$ cat src/rtl/ldm_writeback_sequencer_pkg.sv
`default_nettype none
// ============================================================================
//  Module      : ldm_writeback_sequencer_pkg
//  Description : Shared definitions for the block-load writeback sequencer:
//                FSM state encoding, word size and register defaults.
//  Revision    : 1.0 - initial release
// ============================================================================
package ldm_writeback_sequencer_pkg;

  localparam int DEF_DATA_W   = 32;
  localparam int DEF_NUM_REGS = 16;
  localparam int DEF_ADDR_W   = 4;

  // Bytes per memory word; the base register moves by this much per load.
  localparam int WORD_BYTES = 4;

  // R0 is hardwired to zero, so writes to it are suppressed.
  localparam logic [DEF_ADDR_W-1:0] REG_ZERO = 4'd0;

  typedef enum logic [1:0] {
    ST_IDLE = 2'd0,
    ST_LOAD = 2'd1,
    ST_WB   = 2'd2,
    ST_DONE = 2'd3
  } state_e;

endpackage
`default_nettype wire

$ cat src/rtl/ldm_writeback_sequencer_lsb_priority_encoder.sv
`default_nettype none
// ============================================================================
//  Module      : lsb_priority_encoder
//  Description : Combinational index of the lowest set bit of a vector, with
//                a flag for the all-zero case. Shared with the decode stage.
//  Revision    : 1.0 - initial release
// ============================================================================
module lsb_priority_encoder #(
  parameter int N = 16,
  parameter int W = 4
) (
  input  logic [N-1:0] vec_i,
  output logic [W-1:0] idx_o,
  output logic         none_o
);

  // Scan from the top down so the lowest set bit is the last one to win.
  always_comb begin
    idx_o  = '0;
    none_o = 1'b1;
    for (int i = N - 1; i >= 0; i--) begin
      if (vec_i[i]) begin
        idx_o  = W'(i);
        none_o = 1'b0;
      end
    end
  end

endmodule
`default_nettype wire

$ cat src/rtl/ldm_writeback_sequencer.sv
`default_nettype none
// ============================================================================
//  Module      : ldm_writeback_sequencer
//  Description : Writeback-stage sequencer for block loads. Takes one memory
//                word per listed register, writes registers in ascending
//                order, then optionally writes back the updated base.
//  Revision    : 1.0 - initial release
// ============================================================================
module ldm_writeback_sequencer
  import ldm_writeback_sequencer_pkg::*;
#(
  parameter int DATA_W   = DEF_DATA_W,
  parameter int NUM_REGS = DEF_NUM_REGS,
  parameter int ADDR_W   = DEF_ADDR_W
) (
  input  logic                clk,
  input  logic                reset_n,
  input  logic                cmd_valid,
  output logic                cmd_ready,
  input  logic [NUM_REGS-1:0] cmd_reg_list,
  input  logic [ADDR_W-1:0]   cmd_base_reg,
  input  logic [DATA_W-1:0]   cmd_base_value,
  input  logic                cmd_writeback,
  input  logic                cmd_up,
  input  logic                mem_valid,
  output logic                mem_ready,
  input  logic [DATA_W-1:0]   mem_data,
  output logic                reg_write_en,
  output logic [ADDR_W-1:0]   write_reg_addr,
  output logic [DATA_W-1:0]   write_data,
  output logic                busy,
  output logic                done
);

  localparam int CNT_W = $clog2(NUM_REGS + 1);

  state_e                state_q, state_d;
  logic [NUM_REGS-1:0]   list_q, list_d;
  logic [ADDR_W-1:0]     base_reg_q, base_reg_d;
  logic [DATA_W-1:0]     base_val_q, base_val_d;
  logic                  wb_q, wb_d;
  logic                  up_q, up_d;
  logic                  skip_wb_q, skip_wb_d;
  logic [CNT_W-1:0]      count_q, count_d;

  logic                  cmd_ready_q, cmd_ready_d;
  logic                  mem_ready_q, mem_ready_d;
  logic                  busy_q, busy_d;
  logic                  done_q, done_d;
  logic                  we_q, we_d;
  logic [ADDR_W-1:0]     waddr_q, waddr_d;
  logic [DATA_W-1:0]     wdata_q, wdata_d;

  logic [ADDR_W-1:0]     low_idx;
  logic                  list_none;
  logic [NUM_REGS-1:0]   list_clr;
  logic [CNT_W-1:0]      pop_cnt;
  logic [DATA_W-1:0]     offset;
  logic [DATA_W-1:0]     wb_value;

  lsb_priority_encoder #(
    .N (NUM_REGS),
    .W (ADDR_W)
  ) u_lsb_enc (
    .vec_i  (list_q),
    .idx_o  (low_idx),
    .none_o (list_none)
  );

  assign list_clr = list_q & ~(NUM_REGS'(1) << low_idx);
  assign offset   = DATA_W'(count_q) * DATA_W'(WORD_BYTES);
  assign wb_value = up_q ? (base_val_q + offset) : (base_val_q - offset);

  // Number of registers named by the incoming command.
  always_comb begin
    pop_cnt = '0;
    for (int i = 0; i < NUM_REGS; i++) begin
      pop_cnt = pop_cnt + CNT_W'(cmd_reg_list[i]);
    end
  end

  // Next-state, command latching and registered-output computation.
  always_comb begin
    state_d    = state_q;
    list_d     = list_q;
    base_reg_d = base_reg_q;
    base_val_d = base_val_q;
    wb_d       = wb_q;
    up_d       = up_q;
    skip_wb_d  = skip_wb_q;
    count_d    = count_q;
    we_d       = 1'b0;
    waddr_d    = waddr_q;
    wdata_d    = wdata_q;

    case (state_q)
      ST_IDLE: begin
        if (cmd_valid && cmd_ready_q) begin
          list_d     = cmd_reg_list;
          base_reg_d = cmd_base_reg;
          base_val_d = cmd_base_value;
          wb_d       = cmd_writeback;
          up_d       = cmd_up;
          count_d    = pop_cnt;
          // A base register that is also loaded keeps the loaded value.
          skip_wb_d  = cmd_reg_list[cmd_base_reg];
          if (cmd_reg_list != '0) begin
            state_d = ST_LOAD;
          end else if (cmd_writeback) begin
            state_d = ST_WB;
          end else begin
            state_d = ST_DONE;
          end
        end
      end
      ST_LOAD: begin
        if (mem_valid && mem_ready_q && !list_none) begin
          list_d = list_clr;
          if (low_idx != ADDR_W'(REG_ZERO)) begin
            we_d    = 1'b1;
            waddr_d = low_idx;
            wdata_d = mem_data;
          end
          if (list_clr == '0) begin
            state_d = (wb_q && !skip_wb_q) ? ST_WB : ST_DONE;
          end
        end
      end
      ST_WB: begin
        if (base_reg_q != ADDR_W'(REG_ZERO)) begin
          we_d    = 1'b1;
          waddr_d = base_reg_q;
          wdata_d = wb_value;
        end
        state_d = ST_DONE;
      end
      default: begin
        state_d = ST_IDLE;
      end
    endcase

    cmd_ready_d = (state_d == ST_IDLE);
    mem_ready_d = (state_d == ST_LOAD);
    busy_d      = (state_d != ST_IDLE);
    done_d      = (state_d == ST_DONE);
  end

  // State, latched command and output registers; reset abandons any command.
  always_ff @(posedge clk or negedge reset_n) begin
    if (!reset_n) begin
      state_q     <= ST_IDLE;
      list_q      <= '0;
      base_reg_q  <= '0;
      base_val_q  <= '0;
      wb_q        <= 1'b0;
      up_q        <= 1'b0;
      skip_wb_q   <= 1'b0;
      count_q     <= '0;
      cmd_ready_q <= 1'b1;
      mem_ready_q <= 1'b0;
      busy_q      <= 1'b0;
      done_q      <= 1'b0;
      we_q        <= 1'b0;
      waddr_q     <= '0;
      wdata_q     <= '0;
    end else begin
      state_q     <= state_d;
      list_q      <= list_d;
      base_reg_q  <= base_reg_d;
      base_val_q  <= base_val_d;
      wb_q        <= wb_d;
      up_q        <= up_d;
      skip_wb_q   <= skip_wb_d;
      count_q     <= count_d;
      cmd_ready_q <= cmd_ready_d;
      mem_ready_q <= mem_ready_d;
      busy_q      <= busy_d;
      done_q      <= done_d;
      we_q        <= we_d;
      waddr_q     <= waddr_d;
      wdata_q     <= wdata_d;
    end
  end

  assign cmd_ready      = cmd_ready_q;
  assign mem_ready      = mem_ready_q;
  assign busy           = busy_q;
  assign done           = done_q;
  assign reg_write_en   = we_q;
  assign write_reg_addr = waddr_q;
  assign write_data     = wdata_q;

endmodule
`default_nettype wire

$ cat config.mk
export PLATFORM = sky130hd
export DESIGN_NAME = ldm_writeback_sequencer
export DESIGN_NICKNAME = d
export VERILOG_FILES = /design/src/rtl/ldm_writeback_sequencer_pkg.sv /design/src/rtl/ldm_writeback_sequencer_lsb_priority_encoder.sv /design/src/rtl/ldm_writeback_sequencer.sv
export SDC_FILE = /design/constraint.sdc
export NUM_CORES = 1
export LEC_CHECK = 0
export BUFFER_PORTS_ARGS = -buffer_cell sky130_fd_sc_hd__buf_4
export CAP_MARGIN = 40
export CORE_ASPECT_RATIO = 0.9
export CORE_MARGIN = 4
export CORE_UTILIZATION = 58
export CTS_BUF_LIST = sky130_fd_sc_hd__clkbuf_16
export CTS_CLUSTER_DIAMETER = 40
export DETAILED_ROUTE_END_ITERATION = 10
export GPL_TIMING_DRIVEN = 0
export PLACE_DENSITY_LB_ADDON = 0.05
export SETUP_SLACK_MARGIN = 0.05
export SLEW_MARGIN = 10
export SYNTH_ARGS = -nofsm -noshare
export SYNTH_HDL_FRONTEND = slang
export SYNTH_HIERARCHICAL = 1
export SYNTH_SLANG_ARGS = --single-unit
$ cat constraint.sdc
create_clock -name clk -period 9.4 [get_ports clk]
set_input_delay 1.88 -clock clk [delete_from_list [all_inputs] [get_ports clk]]
set_output_delay 1.88 -clock clk [all_outputs]
set_load 0.01 [all_outputs]
After elaboration in Yosys (flattened, before gate mapping)
Cells that the tools add are included.

Input port bits: 90. Word-level logic and storage cells: 119. Flip-flop bits (word level): 103. Output and inout bits: 41.

Reduce and logical (&&, ||, !) cells: 18. Muxes and demuxes: 57. Add/sub/neg operators: 17. Bitwise gates (word level): 2. Shift-type cells: 1. Magnitude comparators: 1. Eq/ne operators: 8.

Operators with widths (count): 32-bit two-way mux (4); 4-bit two-way mux (19); 32-bit case mux with 2 select lines (1); 5-bit by 1-bit adder with 5-bit output (11); 32-bit by 7-bit adder with 32-bit output (1); 16-bit two-way mux (2); 16-bit case mux with 2 select lines (1); 32-bit by 7-bit subtractor with 32-bit output (1); 1-bit two-way mux (22); 16-bit AND (1); 16-bit zero test (1); 16-bit inverter (1); 16-bit nonzero test (1); 1-bit by 4-bit << shifter with 16-bit output (first input constant) (1); 2-bit two-way mux (4); 2-bit inequality test (second input constant) (4); 4-bit case mux with 2 select lines (1); 4-bit nonzero test (2); 2-bit case mux with 3 select lines (1); 2-bit nonzero test (3); 4-bit by 1-bit adder with 5-bit output (1); 4-bit by 5-bit less-than comparator with 1-bit output (second input constant) (1); 3-bit by 1-bit adder with 4-bit output (1); 1-bit binary-select mux with 4-bit select (1); 11 further kinds (18).

Logic depth before layout (Yosys ltp)
Depth in word-level cells: 24. Gate-level depth with buffers: 15. Gate-level depth less buffers: 14.

Cells and area by module
The synthesis kept the hierarchy.

By module, submodules not included: ldm_writeback_sequencer (cells an instance 711, instances 1, area an instance 6800.3 um^2, sequential area each 2578.7 um^2); lsb_priority_encoder (cells an instance 33, instances 1, area an instance 191.4 um^2, sequential area each 0.0 um^2).

Worst setup path before layout
OpenSTA, ideal clock, no wires.

Kind: in2reg. Start point: in cmd_reg_list[0]. End point: reg count_q[3]. Cell stages on the path: 13. Arrival: 4889 ps. Buffers on the path: 0. Setup slack: 4375 ps. Cell sequence: inv_1 -> fa_1 -> inv_1 -> fa_1 -> fa_1 -> inv_1 -> fa_1 -> inv_1 -> ha_1 -> a21o_1 -> a21oi_1 -> xor2_1 -> o21ai_0.

Longest elaborated chain between the ends: 15.

RTL lines: start, declared (line ldm_writeback_sequencer.sv:20) `input logic [NUM_REGS-1:0] cmd_reg_list,`; 1-bit by 1-bit adder with 2-bit output (line ldm_writeback_sequencer.sv:78) `pop_cnt = pop_cnt + CNT_W'(cmd_reg_list[i]);`; 2-bit by 1-bit adder with 3-bit output (line ldm_writeback_sequencer.sv:78); 3-bit by 1-bit adder with 4-bit output (line ldm_writeback_sequencer.sv:78); 4-bit by 1-bit adder with 5-bit output (line ldm_writeback_sequencer.sv:78); 5-bit by 1-bit adder with 5-bit output (11 in a row) (line ldm_writeback_sequencer.sv:78); end signal, assigned (line ldm_writeback_sequencer.sv:174) `count_q <= count_d;`; end, declared (line ldm_writeback_sequencer.sv:44) `logic [CNT_W-1:0] count_q, count_d;`.

No other way between the ends. A chain may end at the register's enable or synchronous reset.

Worst setup path in the final report
Same ends and word-level chain as after synthesis.

==> results.md <==
* Status: complete, no violations
* Clk Latency, worst-skew pair at between 300 and 400 ps
* Vias in the first global route at roughly 6300
* First-pass GRT wire length at 33200 um
* Top_reg_cell synth: dfrtp_1
* # clock sinks at between 100 and 150
* RD Place Congestion at just under 1
* H-Tree Level Count at 3
* Antenna violations before repair at 0
* Setup TNS at 0 ps
* # hold bufs at CTS at 0
* Core box area at between 10000 and 15000 um^2
* Std cell rows at 37
* GRT Overall Usage at between 30% and 40%
* Critical Path AT at about 5200 ps
* Final setup fails at 0
* Syn Area/Cell at between 9 and 10 um^2
* Die area at about 14000 um^2
* Least-Margin Pin Slew at between 700 and 800 ps
* Crit. End Element: flip-flop
* Crit-path max FO at 3
* Drt wl/cell at ~20 um
* Total grt overflow at 0
* Synthesis-stage register bit count at 103
* Post-CTS setup repair buffer count at 0
* DRT iter0 DRCs at roughly 510
* Via count at between 6000 and 7000
* FILL cells at 841
* Initial core utilization at between 60% and 70%
* Worst Setup Start Kind: primary input
* Highest clock rate at 0.202 GHz
* Critical path type: primary input to flip-flop
* Pin count of the biggest net entering global routing at between 50 and 60
* Vias/cell at just over 6
* Root Buffer: clkbuf_16
* Post-layout min period at between 4000 and 5000 ps
* I/O pin count at about 130
* Clock buffer depth at 2
* Final Cycle Share at ~53%
* Post-synth ARST share at 100%
* Crit-path cells: buf_4 > inv_1 > fa_1 > inv_1 > fa_1 > fa_1 > inv_1 > fa_1 > inv_1 > ha_1 > a21o_1 > a21oi_1 > xor2_1 > o21ai_0
* DRT Pass-1 Iters at 5
* Yosys warns at 6
* Area contributors post-synth: dfrtp_1 37%, ha_1 7.3%, mux2_2 7.2%
* Cell taking the most area after synthesis: dfrtp_1
* Critical Path Slowest Stage Cell: fa_1
* Unrepaired setup endpoints after global routing: no
* Worst-case clock skew at ~12 ps
* Reg clk slew, reported paths at about 70 ps
* Post-synth EDFFs at 0
* Final HPWL DP at ~17000 um
* Cell Area, Synth at ~7000 um^2
* Die W at 124 um
* Slew Limit Fails at 0
* Die height at approximately 110 um
* DRC errors left at 0
* CTS tree: built
* Critical Path RT at 9610 ps
* Hold WC Path Type: flip-flop to flip-flop
* Post-synth top area share at around 37%
* Layout cells sized above 1 at a little under a quarter
* Mapped Cells at 744
* Final hold vios at 0
* Max_cap viols at 0
* Slowest stage delay, CP at roughly 580 ps
* Fraction of the yosys area taken by sequential cells at 36.9%
* Synth Net Count at 886
* Area grow syn2layout at 21.7%
* PortBufs at 130
* TritonCTS Buffers at 9
* Final #Nets at 1029
* Post-route antenna net violation count at 0
* Post-CTS Resized at 0
* Diode count at 0
* Post-synth cell types at 64
* Worst rel slew slack at a little under half
* DRT Wirelength at 20900 um
==> cell families (layout without fill, tap and decap cells) <==
logic type / count (synthesis) / count (layout) / synth area share [%]
AOI/OAI and AO/OA: 225 / 225 / 19.8
xor gates and xnor gates: 32 / 32 / 4.01
adders and majority gates: 52 / 52 / 10.5
buffers and inverters: 76 / 224 / 4.31
DFF: 103 / 103 / 36.9
muxes: 63 / 63 / 10.7
and+or+nand+nor: 193 / 193 / 13.8
==> layout make-up <==
cell class | instances | area, um^2 | area share, %
Tap cell | 156 | 195 | 2.29
Sequential cell | 103 | 2580 | 30.3
Multi-Input combinational cell | 565 | 4110 | 48.3
Clock inverter | 7 | 82.6 | 0.971
Timing Repair Buffer | 132 | 1010 | 11.9
Inverter | 41 | 154 | 1.81
Clock buffer | 9 | 225 | 2.65
Buffer | 35 | 148 | 1.74
==> layer usage <==
metal | share of wire, % | global-route usage (%) | vias up | routed length [um]
li1 | - | - | 2975 | -
met1 | 43 | 45.2 | 3130 | 8900
met2 | 44 | 45.8 | 330 | 9250
met3 | 11 | 7.56 | 33 | 2380
met4 | 1.8 | 6.86 | 0 | 367
met5 | 0 | 0 | - | 0
==> cell usage after synthesis, drive strengths merged (5+ instances only) <==
| cell type | number |
|---|---|
| buf | 9 |
| nand2 | 73 |
| a21oi | 74 |
| nand4 | 7 |
| xnor2 | 22 |
| and3 | 16 |
| o21bai | 10 |
| nor3 | 12 |
| mux4 | 5 |
| fa | 11 |
| o21ai | 71 |
| dfrtp | 102 |
| inv | 41 |
| nand3 | 16 |
| a21o | 15 |
| mux2i | 13 |
| nor2 | 36 |
| a22o | 15 |
| xor2 | 10 |
| mux2 | 45 |
| o32ai | 5 |
| nand2b | 6 |
| ha | 41 |
| a31oi | 10 |
| nor4 | 7 |
| clkbuf | 26 |
==> path summary, 6_finish.rpt <==
check / startpoint / slack [ps] / to / cells past startpoint
worst max-delay path: cmd_reg_list[0] / 4450 / count_q[3] / 14
worst min-delay path: write_data[27] / 500 / write_data[27] / 2
worst max register to register: count_q[1] / 5440 / write_data[28] / 14
worst min register to register: write_data[27] / 500 / write_data[27] / 2
max in group asynchronous: reset_n / 7160 / cmd_ready / 2
min in group asynchronous: reset_n / 1530 / mem_ready / 1
==> per-stage QoR <==
stage / instances / setup slack (ps) / hold slack [ps] / utilization [%] / instance area [um^2]
after detailed placement: 1032 / 4070 / 485 / 70.6 / 8200
after global placement: 1030 / 4150 / 464 / 70.2 / 8160
final: 1048 / 4450 / 496 / 73.2 / 8510
after floorplan: 744 / 4370 / 471 / - / 6990
after CTS: 1048 / 4440 / 499 / 73.2 / 8510
after global routing: 1048 / 4290 / 517 / 73.2 / 8510
==> registers in the layout, indices dropped and copies added, names as in the netlist <==
register	count
base_reg_q	4
base_val_q	32
count_q	5
reg_write_en	1
up_q	1
wb_q	1
mem_ready	1
done	1
write_data	32
skip_wb_q	1
list_q	16
busy	1
write_reg_addr	4
state_q	2
cmd_ready	1
==> critical path: cells and delay by family <==
kind	cells	cell delay [ps]
buf+inv	5	340
xor+xnor	1	160
fa+ha+maj	5	2330
compound gates	3	430
==> cell usage in the layout (no fill, tap or decap), types with 9 or more instances in the layout <==
master,n
buf_4,133
fa_1,11
a21oi_1,74
a31oi_1,10
and3_1,16
nand3_1,16
mux2_2,45
clkbuf_16,9
nor3_1,12
nor2_1,36
o21ai_0,70
dfrtp_1,102
xnor2_1,22
inv_1,42
mux2i_1,13
clkbuf_1,26
a21o_1,15
ha_1,41
o21bai_1,10
a22o_1,15
xor2_1,10
nand2_1,73
Power is not shown: default switching activity piles up to over one toggle a cycle in this logic, so the estimate is an artifact.
